### config.mk
export PLATFORM = sky130hd
export DESIGN_NAME = cci_mpf_svc_vtp_port_arb
export DESIGN_NICKNAME = d
export VERILOG_FILES = /design/src/rtl/cci_mpf_vtp_arb_pkg.sv /design/src/rtl/cci_mpf_prim_arb_rr.sv /design/src/rtl/cci_mpf_svc_vtp_port_arb.sv
export SDC_FILE = /design/constraint.sdc
export NUM_CORES = 1
export LEC_CHECK = 0
export ABC_AREA = 1
export CAP_MARGIN = 0
export CORE_AREA = 2 2 139 141
export DETAILED_ROUTE_END_ITERATION = 7
export DIE_AREA = 0 0 141 143
export PLACE_DENSITY = 0.66
export SLEW_MARGIN = 20
export SYNTH_ARGS = -nofsm -noshare
export SYNTH_HDL_FRONTEND = slang
export SYNTH_SLANG_ARGS = --single-unit
### constraint.sdc
create_clock -name clk -period 2.1 [get_ports clk]
set_input_delay 0.42 -clock clk [delete_from_list [all_inputs] [get_ports clk]]
set_output_delay 0.42 -clock clk [all_outputs]
set_load 0.01 [all_outputs]
### src/rtl/cci_mpf_vtp_arb_pkg.sv
// Shared types for the VTP service port arbiter: lookup request/response payloads,
// port index, credit and statistics counter types.
package cci_mpf_vtp_arb_pkg;

    localparam int unsigned VTP_ARB_MAX_PORTS       = 16;
    localparam int unsigned VTP_ARB_MAX_OUTSTANDING = 15;
    localparam int unsigned VTP_ARB_PORT_IDX_W      = $clog2(VTP_ARB_MAX_PORTS);
    localparam int unsigned VTP_ARB_CREDIT_W        = $clog2(VTP_ARB_MAX_OUTSTANDING + 1);
    localparam int unsigned VTP_ARB_STAT_W          = 32;

    localparam int unsigned VTP_VA_PAGE_W = 36;
    localparam int unsigned VTP_PA_PAGE_W = 34;
    localparam int unsigned VTP_TAG_W     = 8;

    typedef logic [VTP_ARB_PORT_IDX_W-1:0] t_vtp_arb_port_idx;
    typedef logic [VTP_ARB_CREDIT_W-1:0]   t_vtp_arb_credit;
    typedef logic [VTP_ARB_STAT_W-1:0]     t_vtp_arb_stat;

    typedef struct packed {
        logic [VTP_VA_PAGE_W-1:0] page_va;
        logic [VTP_TAG_W-1:0]     tag;
    } t_cci_mpf_shim_vtp_lookup_req;

    typedef struct packed {
        logic [VTP_PA_PAGE_W-1:0] page_pa;
        logic                     is_big_page;
        logic                     error;
        logic [VTP_TAG_W-1:0]     tag;
    } t_cci_mpf_shim_vtp_lookup_rsp;

    // Statistics counters stick at all-ones instead of wrapping.
    function automatic t_vtp_arb_stat vtp_arb_sat_inc(input t_vtp_arb_stat v);
        return (v == '1) ? v : v + t_vtp_arb_stat'(1);
    endfunction

endpackage

### src/rtl/cci_mpf_prim_arb_rr.sv
// N-way round-robin arbiter: one-hot grant starting at the pointer, pointer moves
// to winner+1 whenever a grant is issued.
module cci_mpf_prim_arb_rr #(
    parameter int unsigned N = 2
) (
    input  logic                 clk,
    input  logic                 reset_n,
    input  logic [N-1:0]         req,
    input  logic                 ena,
    output logic [N-1:0]         grant_c,
    output logic [$clog2(N)-1:0] grant_idx_c
);

    localparam int unsigned IDX_W = $clog2(N);

    logic [IDX_W-1:0] ptr;
    logic [N-1:0]     hi_mask_c;
    logic [N-1:0]     masked_c;
    logic [N-1:0]     pick_c;

    // Requests at or above the pointer win first; otherwise wrap to the lowest.
    always_comb begin
        hi_mask_c   = '0;
        grant_c     = '0;
        grant_idx_c = '0;
        for (int unsigned i = 0; i < N; i++) begin
            hi_mask_c[i] = (IDX_W'(i) >= ptr);
        end
        masked_c = req & hi_mask_c;
        pick_c   = (|masked_c) ? masked_c : req;
        if (ena) begin
            for (int i = int'(N) - 1; i >= 0; i--) begin
                if (pick_c[i]) begin
                    grant_c     = '0;
                    grant_c[i]  = 1'b1;
                    grant_idx_c = IDX_W'(i);
                end
            end
        end
    end

    always_ff @(posedge clk) begin
        if (!reset_n) begin
            ptr <= '0;
        end else if (|grant_c) begin
            ptr <= (grant_idx_c == IDX_W'(N - 1)) ? '0 : grant_idx_c + IDX_W'(1);
        end
    end

endmodule

### src/rtl/cci_mpf_svc_vtp_port_arb.sv
// Shares one VTP translation service among N client ports with round-robin grants and
// per-port credits. Optional statistics counters: define CCI_MPF_VTP_ARB_STATS_EN.
module cci_mpf_svc_vtp_port_arb
    import cci_mpf_vtp_arb_pkg::*;
#(
    parameter int unsigned N_VTP_PORTS     = 2,
    parameter int unsigned MAX_OUTSTANDING = 4,
    parameter int unsigned DEBUG_MESSAGES  = 0
) (
    input  logic                                            clk,
    input  logic                                            reset_n,
    input  logic [N_VTP_PORTS-1:0]                          cli_req_en,
    input  t_cci_mpf_shim_vtp_lookup_req [N_VTP_PORTS-1:0]  cli_req,
    output logic [N_VTP_PORTS-1:0]                          cli_req_rdy,
    output logic [N_VTP_PORTS-1:0]                          cli_rsp_valid,
    output t_cci_mpf_shim_vtp_lookup_rsp                    cli_rsp,
    output logic                                            svc_lookupEn,
    output t_cci_mpf_shim_vtp_lookup_req                    svc_lookupReq,
    output logic [$clog2(N_VTP_PORTS)-1:0]                  svc_reqPortIdx,
    input  logic                                            svc_lookupRdy,
    input  logic                                            svc_rspValid,
    input  t_cci_mpf_shim_vtp_lookup_rsp                    svc_rsp,
    input  logic [$clog2(N_VTP_PORTS)-1:0]                  svc_rspPortIdx,
    output logic                                            err_underflow,
    output t_vtp_arb_stat [N_VTP_PORTS-1:0]                 stat_grants,
    output t_vtp_arb_stat [N_VTP_PORTS-1:0]                 stat_stalls
);

    localparam int unsigned   IDX_W      = $clog2(N_VTP_PORTS);
    localparam t_vtp_arb_credit CREDIT_MAX = t_vtp_arb_credit'(MAX_OUTSTANDING);

    logic [N_VTP_PORTS-1:0] eligible_c;
    logic [N_VTP_PORTS-1:0] grant_c;
    logic [N_VTP_PORTS-1:0] rsp_hit_c;
    logic [N_VTP_PORTS-1:0] zero_c;
    logic [IDX_W-1:0]       grant_idx_c;
    logic                   can_load_c;
    logic                   out_valid;
    t_vtp_arb_credit        cnt [N_VTP_PORTS];

    assign svc_lookupEn = reset_n && out_valid && svc_lookupRdy;
    assign can_load_c   = reset_n && (!out_valid || svc_lookupEn);
    assign cli_req_rdy  = grant_c;

    always_comb begin
        eligible_c = '0;
        rsp_hit_c  = '0;
        zero_c     = '0;
        for (int unsigned i = 0; i < N_VTP_PORTS; i++) begin
            eligible_c[i] = cli_req_en[i] && (cnt[i] < CREDIT_MAX);
            rsp_hit_c[i]  = svc_rspValid && (svc_rspPortIdx == IDX_W'(i));
            zero_c[i]     = (cnt[i] == '0);
        end
    end

    cci_mpf_prim_arb_rr #(
        .N (N_VTP_PORTS)
    ) u_arb (
        .clk         (clk),
        .reset_n     (reset_n),
        .req         (eligible_c),
        .ena         (can_load_c),
        .grant_c     (grant_c),
        .grant_idx_c (grant_idx_c)
    );

    // Single-entry output stage feeding the service input FIFO.
    always_ff @(posedge clk) begin
        if (!reset_n) begin
            out_valid      <= 1'b0;
            svc_lookupReq  <= '0;
            svc_reqPortIdx <= '0;
        end else if (can_load_c) begin
            out_valid <= |grant_c;
            if (|grant_c) begin
                svc_lookupReq  <= cli_req[grant_idx_c];
                svc_reqPortIdx <= grant_idx_c;
            end
        end
    end

    // A grant and a response on the same port cancel out.
    always_ff @(posedge clk) begin
        if (!reset_n) begin
            for (int unsigned i = 0; i < N_VTP_PORTS; i++) begin
                cnt[i] <= '0;
            end
            err_underflow <= 1'b0;
        end else begin
            for (int unsigned i = 0; i < N_VTP_PORTS; i++) begin
                if (grant_c[i] && !rsp_hit_c[i]) begin
                    cnt[i] <= cnt[i] + t_vtp_arb_credit'(1);
                end else if (rsp_hit_c[i] && !grant_c[i] && !zero_c[i]) begin
                    cnt[i] <= cnt[i] - t_vtp_arb_credit'(1);
                end
            end
            err_underflow <= err_underflow || (|(rsp_hit_c & ~grant_c & zero_c));
        end
    end

    always_ff @(posedge clk) begin
        if (!reset_n) begin
            cli_rsp_valid <= '0;
            cli_rsp       <= '0;
        end else begin
            cli_rsp_valid <= rsp_hit_c;
            cli_rsp       <= svc_rsp;
        end
    end

`ifdef CCI_MPF_VTP_ARB_STATS_EN
    t_vtp_arb_stat [N_VTP_PORTS-1:0] grants_q;
    t_vtp_arb_stat [N_VTP_PORTS-1:0] stalls_q;

    always_ff @(posedge clk) begin
        if (!reset_n) begin
            grants_q <= '0;
            stalls_q <= '0;
        end else begin
            for (int unsigned i = 0; i < N_VTP_PORTS; i++) begin
                if (grant_c[i]) begin
                    grants_q[i] <= vtp_arb_sat_inc(grants_q[i]);
                end
                if (cli_req_en[i] && !grant_c[i]) begin
                    stalls_q[i] <= vtp_arb_sat_inc(stalls_q[i]);
                end
            end
        end
    end

    assign stat_grants = grants_q;
    assign stat_stalls = stalls_q;
`else
    assign stat_grants = '0;
    assign stat_stalls = '0;
`endif

    // Simulation trace of grants and responses.
    if (DEBUG_MESSAGES != 0) begin : g_debug
        always_ff @(posedge clk) begin
            if (reset_n && (|grant_c)) begin
                $display("VTP ARB: grant port %0d", grant_idx_c);
            end
            if (reset_n && svc_rspValid) begin
                $display("VTP ARB: response port %0d", svc_rspPortIdx);
            end
        end
    end

endmodule
; Word-level counts from Yosys, hierarchy flattened
; Memories as Yosys holds them, arrays and structs flattened.
; Index checks and enable logic that the tools add are counted.
[op_classes]
addsub = 5
n_mul = 0
n_div = 0
magnitude_cmp = 5
eq_ne = 0
n_shift = 0
n_mux = 29
bitwise_logic = 9
n_reduce_logical = 28
[op_table]
columns = cell, n
row1 = 2-to-1 mux 44 bit, 2
row2 = 2-to-1 mux 1 bit, 19
row3 = 2-to-1 mux 4 bit, 4
row4 = logical AND 1 bit, 13
row5 = "adder 4 x 1 -> 4 bit, second input constant", 2
row6 = zero test 4 bit, 2
row7 = "less-than comparator 4 x 3 -> 1 bit, second input constant", 2
row8 = 2-to-1 mux 2 bit, 4
row9 = "subtractor 4 x 1 -> 4 bit, second input constant", 2
row10 = zero test 1 bit, 7
row11 = bitwise AND 2 bit, 3
row12 = OR reduction 2 bit, 3
row13 = OR 1 bit, 4
row14 = ">= comparator 1 bit, first input constant", 2
row15 = logical OR 1 bit, 2
row16 = "less-than comparator 1 x 2 -> 1 bit, second input constant", 1
row17 = NOT 2 bit, 1
row18 = AND reduction 2 bit, 1
row19 = "adder 1 bit, second input constant", 1
row20 = NOT 1 bit, 1
[word_totals]
register_bits = 94
latchBits = 0
ram_bits = 8
mem_bits_ro = 0
in_bits = 139
output_inout_bits = 223
word_cells = 88
memories = 1
[mem_list]
columns = memory, words, word_bits, rd, rd_ports_with_merged_regs, write_ports, line
row1 = cnt, 2, 4, 2, 0, 2, cci_mpf_svc_vtp_port_arb.sv:39  ; t_vtp_arb_credit cnt [N_VTP_PORTS];

; Longest topological paths before layout
; An unclocked memory read counts as a cell.
[logic_depth]
depth_word = 17
ltp_mapped = 15
ltp_nobuf = 15

; By module
; A second synthesis with hierarchy kept.
[unflattened]
hier_cells = 716
hier_area_um2 = 5165.0
[by_module_without_submodules]
columns = mod, instances, cells_per_inst, area_per_inst_um2, seq_area_each_um2
row1 = cci_mpf_svc_vtp_port_arb, 1, 703, 5082.4, 2102.0
row2 = cci_mpf_prim_arb_rr, 1, 13, 82.6, 20.0

; Least setup slack after synthesis
; OpenSTA, ideal clock, no wires.
[synth_timing]
kind = input -> register
startpoint = input svc_lookupRdy
endpoint = memory cnt[0][3] in the netlist's numbering (data pin)
setup_ns = 0.250
t_arrival_ns = 1.851
t_required_ns = 1.850
slack_ns = -0.001
stages = 14
path_buffers = 0
path_cell_list = inv_1 a21oi_2 nand3_2 nand2_1 inv_1 ha_1 a21oi_1 nand2_1 nand2_1 nand2_1 nand2_1 nand2_1 nand2_1 inv_1
[synth_rtl]
columns = item, line
row1 = "start, declared", cci_mpf_svc_vtp_port_arb.sv:20  ; input logic svc_lookupRdy,
row2 = "end, declared", cci_mpf_svc_vtp_port_arb.sv:39

==> metrics.md <==
| Metric | Value |
|---|---|
| Vias in the first global route | `between 4000 and 5000` |
| Worst setup path end | `cnt[0][3]` |
| Hold depth | `4` |
| Post-CTS Hold Fix Bufs | `0` |
| Non-Filler Instances | `~1200` |
| Leak | `between 3 and 4 nW` |
| CTS tree | `built` |
| Seq/Total Area, Yosys | `40.79%` |
| Clock Latency Late Sink | `around 0.35 ns` |
| Clk sink count | `102` |
| Combinational power share | `around a quarter` |
| Reg2reg setup slack | `0.12 ns` |
| Placed Instances | `1176` |
| Final Slew Violations | `0` |
| Hold wc startpoint | `reset_n` |
| Area grow syn2layout | `49.21%` |
| Initial Utilization | `between 20% and 30%` |
| 1st-pass router iterations | `4` |
| Iteration-0 DRC Markers | `~140` |
| Avg WL per Cell | `around 12 um` |
| Final wirelength | `approximately 14000 um` |
| NetSw | `approximately 1.6 mW` |
| Hold Path Class | `input pin to flop` |
| Critical Path Start | `svc_rspPortIdx` |
| Internal power | `between 3 and 4 mW` |
| CTS buffer count | `9` |
| DP HPWL | `between 10000 and 15000 um` |
| Largest net degree at the start of global routing | `71` |
| Setup Total Neg Slack | `0 ns` |
| Layout cell share with drive strength beyond 1 | `under 10%` |
| Remaining antenna violation count | `0` |
| Status | `complete, no violations` |
| Global placer's final weighted congestion | `0.7980` |
| Die span in x | `roughly 140 um` |
| H-tree depth | `3` |
| Power share of the clock group | `between 30% and 40%` |
| Fmax | `around 500 MHz` |
| Mapped Area | `~0.0052 mm2` |
| ANT cells | `0` |
| Ports | `362` |
| Crit Path Class | `input pin to flop` |
| CP endpoint kind | `flop` |
| DRC errors left | `0` |
| Maximum vdd ir drop | `~0.32 mV` |
| Max-slew headroom | `a little over half` |
| CP required | `roughly 2.2 ns` |
| Number of max-cap violations | `0` |
| DR vias | `~4600` |
| Net Sw Frac | `a little under 30%` |
| CTS root buffer | `clkbuf_16` |
| Number of synthesized register bits | `a little over 100` |
| Core area | `approximately 0.019 mm2` |
| Worst flop-to-flop path endpoint | `cnt[0][3]` |
| First-pass GRT wire length | `20690 um` |
| Synth warn | `0` |
| Power per cell area | `between 700 and 800 mW/mm2` |
| Seq pwr share | `between 40% and 50%` |
| Clock Skews | `a little over 0.006 ns` |
| All-Layer GR Usage | `between 10% and 20%` |
| Mapped Cells | `715` |
| Maximum root-to-sink buffer count | `2` |
| Clock-pin transition on the worst setup and hold timing paths | `around 0.070 ns` |
| Vias/cell | `between 3 and 4` |
| Grt ovf | `0` |
| Worst EP arrival | `between 2 and 2.5 ns` |
| I/O Buffers | `about 230` |
| Worst-path maximum fanout | `3` |
| R2R Path Start | `cnt[0][2]` |
| Syn_area_per_cell | `just over 7 um2` |
| Worst-Margin Slew | `around 0.68 ns` |
| Final setup fails | `0` |
| Die Ht | `143 um` |
| Site Rows | `50` |
| CP Launch Type | `input pin` |
| Yosys cell types | `30` |
| Die area | `roughly 0.02 mm2` |
| Fin crit share | `about 96%` |
| Tmin final | `2.012 ns` |
| Initial antenna violation count | `0` |
| Final Hold Vio Count | `0` |
| Worst reg2reg path depth | `15` |
| NumNets Final | `1100` |
-- cell type report --
type | instances | area [um2]
clock buffers | 9 | 225.2
clock inverters | 7 | 91.34
fillers | 1862 | 10820
inverters | 70 | 265.3
multi-input cells | 513 | 2200
flip-flops and latches | 102 | 2122
well taps | 234 | 292.8
repair buffers | 260 | 2566
-- Yosys cell counts (all sizes together) --
library cell / number / share of area, %
o21ai: 47 / 4.5
xor2: 4 / 0.67
xnor2: 1 / 0.17
a21oi: 5 / 0.55
inv: 70 / 5.1
clkbuf: 10 / 0.72
buf: 147 / 21
or2: 1 / 0.12
nor3b: 1 / 0.14
nand3: 16 / 1.8
edfxtp: 8 / 4.6
dfxtp: 94 / 36
fa: 1 / 0.38
nand2: 203 / 15
nor3: 4 / 0.38
ha: 4 / 0.96
nand4: 1 / 0.12
nor2: 97 / 7.3
conb: 1 / 0.072
-- power groups by stage --
stage / Sequential, mW / Combinational (mW) / Clock (mW)
floorplan: 2.35 / 0.771 / 0
global placement: 2.27 / 1.41 / 0
detailed placement: 2.28 / 1.43 / 0
CTS: 2.23 / 1.44 / 1.86
global route: 2.25 / 1.59 / 1.92
finish: 2.23 / 1.45 / 1.77
-- layer usage --
metal  up-vias  share of wire, %  GRT usage, %
met5         -                 0             0
met4         0               2.8         5.316
met3        25               5.9         3.018
met2       219                50         23.41
met1      1994                41         15.40
li1       2373                 -             -
-- worst max-delay path, cell delays in order --
cell,delay [ns]
clkdlybuf4s50_1,0.42
inv_1,0.08
nand3_1,0.13
a21oi_2,0.15
nand2_2,0.07
inv_2,0.09
ha_4,0.22
a21oi_4,0.14
nand2_1,0.06
nand2_1,0.09
nand2_1,0.06
nand2_1,0.06
nand2_1,0.05
nand2_1,0.05
inv_1,0.04
-- worst min path at each step --
stage	to
final	cli_rsp[40]
after global routing	cli_rsp[40]
after CTS	cli_rsp[40]
after detailed placement	u_arb.ptr
after global placement	u_arb.ptr
after floorplan	u_arb.ptr
-- repair_timing --
action,CTS,global route
resized for setup,8,13
setup buffers,1,2
endpoints found under the setup margin,4,10
pin swaps,1,5
-- cells in the final DEF, fill, tap and decap left out, types with 2 or more instances in the layout --
cell / count
inv_1: 63
nand3_2: 6
inv_2: 6
a21oi_2: 2
clkinv_4: 2
conb_1: 128
nor3_1: 4
dfxtp_1: 94
buf_4: 22
nor2_1: 94
buf_6: 2
nand2_2: 5
edfxtp_1: 8
nor2_4: 2
nand3_1: 10
buf_12: 3
ha_1: 3
a21oi_1: 2
buf_2: 2
o21ai_1: 2
clkbuf_16: 9
o21ai_0: 45
clkdlybuf4s50_1: 228
nand2_1: 197
xor2_1: 4
-- through the flow --
stage	util [%]	instance area (um2)	hold WS, ns	setup slack (ns)	power (mW)
floorplan	-	5682	0.4556	0.04951	3.117
global placement	39.72	7380	0.4801	-0.3407	3.686
detailed placement	39.72	7380	0.4805	-0.4072	3.704
CTS	41.55	7720	0.4590	-0.009607	5.530
global route	41.78	7762	0.4869	-0.03782	5.762
finish	41.78	7762	0.4852	0.08773	5.447
-- state kept, by name, indices dropped and copies added, names as in the netlist --
register,flops
cnt,8
out_valid,1
err_underflow,1
cli_rsp_valid,2
svc_lookupReq,44
cli_rsp,44
svc_reqPortIdx,1
u_arb.ptr,1
-- cells by family (layout without fill, tap and decap cells) --
group	Yosys count	count (layout)	synth area share, %
and+or+nand+nor	323	323	24.87
DFF	102	102	40.79
xor gates and xnor gates	5	5	0.8417
adders and majority gates	5	5	1.347
AOI/OAI and AO/OA	52	52	5.075
buffers and inverters	227	346	27.01
other	1	128	0.07208
Note: power is estimated with default switching activity, not from simulation.
